==> src/rtl/sparhixcel_pkg.sv <==
// Shared definitions for the feature/weight feed engine: default widths, FSM encodings
// and the skid depth needed to absorb a full memory read pipeline.
package sparhixcel_pkg;

    localparam int DEF_N_ROWS_ARRAY    = 9;
    localparam int DEF_I_WIDTH         = 8;
    localparam int DEF_F_WIDTH         = 8;
    localparam int DEF_FEAT_ADDR_WIDTH = 16;
    localparam int DEF_W_ADDR_WIDTH    = 10;
    localparam int DEF_ROUND_WIDTH     = 3;
    localparam int DEF_MEM_RD_LATENCY  = 1;

    typedef logic [2:0] feed_state_e;

    localparam feed_state_e ST_IDLE   = 3'd0;
    localparam feed_state_e ST_LOAD_W = 3'd1;
    localparam feed_state_e ST_STREAM = 3'd2;
    localparam feed_state_e ST_SWAP   = 3'd3;
    localparam feed_state_e ST_DRAIN  = 3'd4;

    // One slot per in-flight read plus one for the word waiting on the array.
    function automatic int skid_depth(input int mem_rd_latency);
        return mem_rd_latency + 1;
    endfunction

endpackage

==> src/rtl/sparhixcel_skid_fifo.sv <==
// Small FIFO holding feature words returned by memory until the array accepts them.
// Head is presented combinationally and forced to zero while the FIFO is empty.
module sparhixcel_skid_fifo
    import sparhixcel_pkg::*;
#(
    parameter int WIDTH = 8,
    parameter int DEPTH = 2
) (
    input  logic                       clk_i,
    input  logic                       rst_ni,
    input  logic                       push_i,
    input  logic [WIDTH-1:0]           push_data_i,
    input  logic                       pop_i,
    output logic [WIDTH-1:0]           head_o,
    output logic                       valid_o,
    output logic [$clog2(DEPTH+1)-1:0] count_o
);

    localparam int PTR_W = (DEPTH > 1) ? $clog2(DEPTH) : 1;
    localparam int CNT_W = $clog2(DEPTH + 1);

    logic [WIDTH-1:0] mem_reg [DEPTH];
    logic [PTR_W-1:0] wr_ptr_reg;
    logic [PTR_W-1:0] rd_ptr_reg;
    logic [CNT_W-1:0] count_reg;
    logic             do_pop;

    function automatic logic [PTR_W-1:0] ptr_inc(input logic [PTR_W-1:0] ptr);
        return (ptr == PTR_W'(DEPTH - 1)) ? '0 : ptr + PTR_W'(1);
    endfunction

    assign valid_o = (count_reg != '0);
    assign do_pop  = pop_i && valid_o;
    assign head_o  = valid_o ? mem_reg[rd_ptr_reg] : '0;
    assign count_o = count_reg;

    always_ff @(posedge clk_i) begin
        if (push_i) begin
            mem_reg[wr_ptr_reg] <= push_data_i;
        end
    end

    always_ff @(posedge clk_i) begin
        if (!rst_ni) begin
            wr_ptr_reg <= '0;
            rd_ptr_reg <= '0;
            count_reg  <= '0;
        end else begin
            if (push_i) begin
                wr_ptr_reg <= ptr_inc(wr_ptr_reg);
            end
            if (do_pop) begin
                rd_ptr_reg <= ptr_inc(rd_ptr_reg);
            end
            case ({push_i, do_pop})
                2'b10:   count_reg <= count_reg + CNT_W'(1);
                2'b01:   count_reg <= count_reg - CNT_W'(1);
                default: count_reg <= count_reg;
            endcase
        end
    end

endmodule

==> src/rtl/sparhixcel_feed_engine.sv <==
// Feeds the systolic array: sweeps the feature address range once per weight round,
// double-buffers the weight word and skid-buffers returning feature words.
module sparhixcel_feed_engine
    import sparhixcel_pkg::*;
#(
    parameter int N_ROWS_ARRAY    = DEF_N_ROWS_ARRAY,
    parameter int I_WIDTH         = DEF_I_WIDTH,
    parameter int F_WIDTH         = DEF_F_WIDTH,
    parameter int FEAT_ADDR_WIDTH = DEF_FEAT_ADDR_WIDTH,
    parameter int W_ADDR_WIDTH    = DEF_W_ADDR_WIDTH,
    parameter int ROUND_WIDTH     = DEF_ROUND_WIDTH,
    parameter int MEM_RD_LATENCY  = DEF_MEM_RD_LATENCY
) (
    input  logic                              clk_i,
    input  logic                              general_rst_ni,
    input  logic                              start_i,
    input  logic [FEAT_ADDR_WIDTH-1:0]        start_addr_feature_i,
    input  logic [FEAT_ADDR_WIDTH-1:0]        end_addr_feature_i,
    input  logic [W_ADDR_WIDTH-1:0]           weight_base_addr_i,
    input  logic [ROUND_WIDTH-1:0]            n_round_weight_i,
    output logic                              feat_rd_en_o,
    output logic [FEAT_ADDR_WIDTH-1:0]        feat_addr_o,
    input  logic [N_ROWS_ARRAY*I_WIDTH-1:0]   feat_data_i,
    output logic                              w_rd_en_o,
    output logic [W_ADDR_WIDTH-1:0]           w_addr_o,
    input  logic [N_ROWS_ARRAY*F_WIDTH-1:0]   w_data_i,
    output logic [N_ROWS_ARRAY*I_WIDTH-1:0]   in_feature_o,
    output logic                              in_feature_valid_o,
    input  logic                              array_ready_i,
    output logic [N_ROWS_ARRAY*F_WIDTH-1:0]   f_weight_o,
    output logic                              weight_swap_o,
    output logic [ROUND_WIDTH-1:0]            round_o,
    output logic                              busy_o,
    output logic                              done_o,
    output logic                              config_err_o
);

    localparam int SKID_DEPTH = skid_depth(MEM_RD_LATENCY);
    localparam int FEAT_W     = N_ROWS_ARRAY * I_WIDTH;
    localparam int WGT_W      = N_ROWS_ARRAY * F_WIDTH;
    localparam int CNT_W      = $clog2(SKID_DEPTH + 1);

    feed_state_e                 state_reg, state_next;
    logic [FEAT_ADDR_WIDTH-1:0]  start_addr_reg, end_addr_reg;
    logic [FEAT_ADDR_WIDTH-1:0]  feat_addr_reg, pop_addr_reg;
    logic [W_ADDR_WIDTH-1:0]     base_reg;
    logic [ROUND_WIDTH-1:0]      n_round_reg, round_reg;
    logic                        issue_done_reg;
    logic [WGT_W-1:0]            active_reg, shadow_reg;
    logic                        shadow_valid_reg, swap_reg, err_reg;
    logic [MEM_RD_LATENCY-1:0]   feat_pipe_reg, feat_pipe_next;
    logic [MEM_RD_LATENCY-1:0]   w_pipe_reg, w_pipe_next;

    logic                        cfg_ok, start_ok, feat_ret, w_ret;
    logic                        fifo_valid, pop, last_pop, more_rounds, swap_go, feat_issue;
    logic [FEAT_W-1:0]           fifo_head;
    logic [CNT_W-1:0]            fifo_count;
    logic [ROUND_WIDTH:0]        round_p1, round_p2, n_ext;
    logic                        w_rd_next;
    logic [W_ADDR_WIDTH-1:0]     w_addr_next;
    int                          occ;

    assign cfg_ok      = (n_round_weight_i != '0) && (end_addr_feature_i >= start_addr_feature_i);
    assign start_ok    = general_rst_ni && (state_reg == ST_IDLE) && start_i && cfg_ok;
    assign feat_ret    = feat_pipe_reg[MEM_RD_LATENCY-1];
    assign w_ret       = w_pipe_reg[MEM_RD_LATENCY-1];
    assign pop         = fifo_valid && array_ready_i;
    assign last_pop    = pop && (pop_addr_reg == end_addr_reg);
    assign round_p1    = {1'b0, round_reg} + (ROUND_WIDTH+1)'(1);
    assign round_p2    = {1'b0, round_reg} + (ROUND_WIDTH+1)'(2);
    assign n_ext       = {1'b0, n_round_reg};
    assign more_rounds = round_p1 < n_ext;
    assign swap_go     = (state_reg == ST_SWAP) && shadow_valid_reg;

    // Count the word being popped this cycle as already gone so a full-rate stream never stalls.
    assign occ        = int'(fifo_count) + $countones(feat_pipe_reg) - int'(pop);
    assign feat_issue = (state_reg == ST_STREAM) && !issue_done_reg && (occ < SKID_DEPTH);

    always_comb begin
        w_rd_next   = 1'b0;
        w_addr_next = '0;
        case (state_reg)
            ST_IDLE: if (start_ok) begin
                w_rd_next   = 1'b1;
                w_addr_next = weight_base_addr_i;
            end
            ST_LOAD_W: if (w_ret && (n_round_reg > ROUND_WIDTH'(1))) begin
                w_rd_next   = 1'b1;
                w_addr_next = base_reg + W_ADDR_WIDTH'(1);
            end
            ST_SWAP: if (swap_go && (round_p2 < n_ext)) begin
                w_rd_next   = 1'b1;
                w_addr_next = base_reg + W_ADDR_WIDTH'(round_p2);
            end
            default: ;
        endcase
    end

    always_comb begin
        state_next = state_reg;
        case (state_reg)
            ST_IDLE:   if (start_ok) state_next = ST_LOAD_W;
            ST_LOAD_W: if (w_ret) state_next = ST_STREAM;
            ST_STREAM: if (last_pop) state_next = more_rounds ? ST_SWAP : ST_DRAIN;
            ST_SWAP:   if (shadow_valid_reg) state_next = ST_STREAM;
            ST_DRAIN:  state_next = ST_IDLE;
            default:   state_next = ST_IDLE;
        endcase
    end

    genvar gi;
    generate
        for (gi = 0; gi < MEM_RD_LATENCY; gi++) begin : g_rd_pipe
            if (gi == 0) begin : g_head
                assign feat_pipe_next[gi] = feat_issue;
                assign w_pipe_next[gi]    = w_rd_next;
            end else begin : g_tail
                assign feat_pipe_next[gi] = feat_pipe_reg[gi-1];
                assign w_pipe_next[gi]    = w_pipe_reg[gi-1];
            end
        end
    endgenerate

    always_ff @(posedge clk_i) begin
        if (!general_rst_ni) begin
            state_reg        <= ST_IDLE;
            start_addr_reg   <= '0;
            end_addr_reg     <= '0;
            feat_addr_reg    <= '0;
            pop_addr_reg     <= '0;
            base_reg         <= '0;
            n_round_reg      <= '0;
            round_reg        <= '0;
            issue_done_reg   <= 1'b0;
            active_reg       <= '0;
            shadow_reg       <= '0;
            shadow_valid_reg <= 1'b0;
            swap_reg         <= 1'b0;
            err_reg          <= 1'b0;
            feat_pipe_reg    <= '0;
            w_pipe_reg       <= '0;
        end else begin
            state_reg     <= state_next;
            feat_pipe_reg <= feat_pipe_next;
            w_pipe_reg    <= w_pipe_next;
            swap_reg      <= swap_go;
            err_reg       <= (state_reg == ST_IDLE) && start_i && !cfg_ok;
            if (start_ok) begin
                start_addr_reg   <= start_addr_feature_i;
                end_addr_reg     <= end_addr_feature_i;
                base_reg         <= weight_base_addr_i;
                n_round_reg      <= n_round_weight_i;
                round_reg        <= '0;
                feat_addr_reg    <= start_addr_feature_i;
                pop_addr_reg     <= start_addr_feature_i;
                issue_done_reg   <= 1'b0;
                shadow_valid_reg <= 1'b0;
            end
            // The only read outstanding in LOAD_W is round 0; every later return is a prefetch.
            if (w_ret && (state_reg == ST_LOAD_W)) begin
                active_reg <= w_data_i;
            end else if (w_ret) begin
                shadow_reg       <= w_data_i;
                shadow_valid_reg <= 1'b1;
            end
            if (feat_issue) begin
                if (feat_addr_reg == end_addr_reg) begin
                    issue_done_reg <= 1'b1;
                end else begin
                    feat_addr_reg <= feat_addr_reg + FEAT_ADDR_WIDTH'(1);
                end
            end
            if (pop) begin
                pop_addr_reg <= pop_addr_reg + FEAT_ADDR_WIDTH'(1);
            end
            if (swap_go) begin
                active_reg       <= shadow_reg;
                shadow_valid_reg <= 1'b0;
                round_reg        <= round_reg + ROUND_WIDTH'(1);
                feat_addr_reg    <= start_addr_reg;
                pop_addr_reg     <= start_addr_reg;
                issue_done_reg   <= 1'b0;
            end
        end
    end

    sparhixcel_skid_fifo #(
        .WIDTH (FEAT_W),
        .DEPTH (SKID_DEPTH)
    ) u_skid_fifo (
        .clk_i       (clk_i),
        .rst_ni      (general_rst_ni),
        .push_i      (feat_ret),
        .push_data_i (feat_data_i),
        .pop_i       (pop),
        .head_o      (fifo_head),
        .valid_o     (fifo_valid),
        .count_o     (fifo_count)
    );

    assign feat_rd_en_o       = feat_issue;
    assign feat_addr_o        = feat_issue ? feat_addr_reg : '0;
    assign w_rd_en_o          = w_rd_next;
    assign w_addr_o           = w_addr_next;
    assign in_feature_o       = fifo_head;
    assign in_feature_valid_o = fifo_valid;
    assign f_weight_o         = active_reg;
    assign weight_swap_o      = swap_reg;
    assign round_o            = round_reg;
    assign busy_o             = (state_reg != ST_IDLE) && (state_reg != ST_DRAIN);
    assign done_o             = (state_reg == ST_DRAIN);
    assign config_err_o       = err_reg;

endmodule

==> config.mk <==
export PLATFORM = sky130hd
export DESIGN_NAME = sparhixcel_feed_engine
export DESIGN_NICKNAME = d
export VERILOG_FILES = /design/src/rtl/sparhixcel_pkg.sv /design/src/rtl/sparhixcel_skid_fifo.sv /design/src/rtl/sparhixcel_feed_engine.sv
export SDC_FILE = /design/constraint.sdc
export NUM_CORES = 1
export LEC_CHECK = 0
export ABC_CLOCK_PERIOD_IN_PS = 4530
export CORE_MARGIN = 5
export CORE_UTILIZATION = 51
export DETAILED_ROUTE_END_ITERATION = 16
export PLACE_DENSITY = 0.82
export RECOVER_POWER = 100
export SLEW_MARGIN = 5
export SYNTH_ARGS = -nofsm -noshare
export SYNTH_HDL_FRONTEND = slang
export SYNTH_SLANG_ARGS = --single-unit
==> constraint.sdc <==
create_clock -name clk_i -period 4.53 [get_ports clk_i]
set_clock_uncertainty 0.1 [all_clocks]
set_input_delay 0.6795 -clock clk_i [delete_from_list [all_inputs] [get_ports clk_i]]
set_output_delay 0.6795 -clock clk_i [all_outputs]
set_load 0.01 [all_outputs]
==> key figures <==
Synth
  • Largest family of logic cells by synthesized area: simple AND/OR/NAND/NOR gates
  • EDFF count, synth: about 140
  • Synth top area share: 0.284
  • Yosys warning total: 0
  • Compound-cell area share of the yosys netlist: 0.137
  • Syn_area_per_cell: ~9.4 µm²
  • Register area share after synthesis: 0.543
  • Post-synth top flop: dfxtp_1
  • Synth unique cells: 65
  • Mapped cell area: around 17000 µm²
  • Adder-Cell Fraction of Synth Area: 0.0275
  • Proportion of synthesized area in mux cells: 0.0456
  • #FFs+latches synth: between 300 and 400
  • Most frequent cell after synthesis: nand2_1
  • Leading area contributor after synthesis: dfxtp_1
  • Synth area leaders: dfxtp_1, edfxtp_1, nand2_1, a21oi_1, nor2_1
  • Commonest cells in the synthesized netlist: nand2_1, dfxtp_1, nor2_1
  • Async SR Flop Fraction: 0
  • Syn_nets: about 2000
  • XOR/XNOR Fraction of Synth Area: 0.0319
  • Mapped Cells: around 1800
  • Simple-Gate Fraction of Synth Area: 0.177

STA
  • Setup TNS: 0 ps
  • Actual slew at the worst max-slew pin: 2280 ps
  • Slew headroom: -0.521
  • Slew Viols, Final: 512
  • Final hold viol count: 0
  • Fin crit share: 0.977
  • Setup violations, final: 0
  • F_max: 226 MHz
  • Tmin final: 4430 ps
  • Hold Slack: around 350 ps

Clock tree
  • Num Clock Sinks: about 380
  • Cts bufs inserted: 40
  • H-Tree Depth: 2
  • CTS tree: built
  • Maximum clock path buffer count: 3
  • Post-CTS setup buffer count: 0
  • Root buffer cell: clkbuf_16
  • Clk_lat worst skew: roughly 520 ps
  • Clock transition at the registers of the reported paths: 60 ps

Global routing
  • Initial antenna violation count: 11
  • Number of global-route vias before repair: 13904
  • First-pass GRT wire length: around 75000 µm
  • Grt ovf: 0
  • All-Layer GR Usage: 0.253
  • Largest net degree at the start of global routing: 100

Critical path
  • CP Launch Point: start_addr_feature_i[14]
  • Reg2reg path depth: 8
  • Reg2Reg Setup Slack: 400 ps
  • Termination of the worst setup path: w_addr_o[1]
  • RR Startpoint: state_reg[2]
  • Endpoint type of the worst setup path: output port
  • Crit path DAT: approximately 3700 ps
  • R2r endpoint: pop_addr_reg[7]
  • CP Data Required Time: 3750 ps
  • Crit Path Max Fanout: 7
  • Setup Crit Path Kind: input pin to output port
  • CP Launch Type: input pin

Floorplan
  • Die Height: around 190 µm
  • Initial Util: 0.516
  • Die Footprint: between 30000 and 40000 µm²
  • Placeable Area: roughly 32000 µm²
  • Die width: ~190 µm
  • Row Count: 66
  • IO Pins: around 370

Power
  • Total Power: between 7 and 8 mW
  • Leak: just over 8 nW
  • PD cells: 342 nW/µm²
  • Max VDD drop: 0.000255 V

Drt
  • Vias: 14468
  • Routed WL: roughly 49000 µm
  • Antenna-violating nets left: 0
  • Drc violations: 0
  • Drt via density: 5.61
  • First-pass DRT Iterations: 6
  • Iteration-0 DRC Markers: about 1200
  • Routed length per instance: ~19 µm

Placement
  • Detailed-placement wirelength estimate: between 30000 and 40000 µm
  • PortBufs: 372
  • Placer congestion estimate: a little over 0.9
  • Placed Cells: 2502
  • Dpl cell area: about 21000 µm²

Layout
  • Final cell count without fillers: approximately 2600
  • Area delta synth->final: 31.8%
  • Share of cells above drive strength 1: 0.0469
  • Final Net Count: 2331
  • Max FFs per register: ~140
  • Fin area: approximately 22000 µm²

Run status
  • Violated checks: capacitance limit, slew limit
  • Run status: finished, violations left

Min path
  • Hold depth: 2
  • HP Class: register to register

Run
  • Max cap viols: 7
-- layout by cell type, fill, tap and decap left out, types with 41 or more instances in the layout --
cell type and count:
edfxtp_1 144, clkbuf_16 43, mux2i_1 74, a311oi_1 74
dlygate4sd3_1 225, nand2_1 420, clkdlybuf4s50_1 143, xnor2_1 41
a21oi_1 173, nor2_1 197, dfxtp_1 236
-- critical path: stages --
cell	delay [ps]
clkdlybuf4s50_1	550
inv_1	80
ha_1	320
nand4_1	130
nor2_1	160
or4b_1	500
a31oi_4	230
and2_4	230
nand2_1	80
o211ai_1	110
clkdlybuf4s50_1	580
-- cells by family (layout without fill, tap and decap cells) --
kind of cell / count (synthesis) / after routing
compound gates: 356 / 356
xor+xnor: 61 / 61
fa+ha+maj: 35 / 35
buf+inv: 156 / 500
flops: 382 / 382
mux: 76 / 76
other cells: 0 / 6
simple gates: 721 / 722
-- worst min path at each step --
stage	slack (ps)	from	endpoint
floorplan	330	start_addr_reg[6]	start_addr_reg[6]
global placement	340	shadow_reg[29]	shadow_reg[29]
detailed placement	350	shadow_reg[52]	shadow_reg[52]
CTS	350	shadow_reg[19]	shadow_reg[19]
global route	370	shadow_reg[0]	shadow_reg[0]
finish	350	shadow_reg[19]	shadow_reg[19]
-- layer usage --
layer / up-vias / global-route usage / part of all wire
li1: 6871 / - / -
met1: 6820 / 0.319 / 0.39
met2: 649 / 0.420 / 0.48
met3: 114 / 0.0703 / 0.098
met4: 14 / 0.0912 / 0.035
met5: - / 0 / 0.0020
-- layout make-up --
| class | count | area, µm² |
|---|---|---|
| Antenna cell | 6 | 15.0 |
| Clock buffer | 57 | 1180 |
| Clock inverter | 14 | 181 |
| Fill cell | 2468 | 10400 |
| Inverter | 33 | 128 |
| Multi-Input combinational cell | 1250 | 7050 |
| Sequential cell | 382 | 9090 |
| Tap cell | 442 | 553 |
| Timing Repair Buffer | 396 | 3880 |
-- stage by stage --
| stage | worst slack (ps) | util |
|---|---|---|
| 6_report | 103 | 0.680 |
| 5_1_grt | -10.6 | 0.680 |
| 4_1_cts | 113 | 0.681 |
| 3_5_place_dp | 138 | 0.639 |
| 3_3_place_gp | 162 | 0.639 |
| 2_1_floorplan | 411 | - |
-- report_power, final --
| part | switching, mW | internal (mW) |
|---|---|---|
| Sequential | 0.0674 | 3.62 |
| Combinational | 0.266 | 0.270 |
| Clock | 1.30 | 2.04 |
-- repair_timing --
item                       in CTS  in global routing
setup endpoints to repair       0                 25
hold buffers                    0                  0
resized for setup               0                  8
Power figures use the tool's default switching activity.
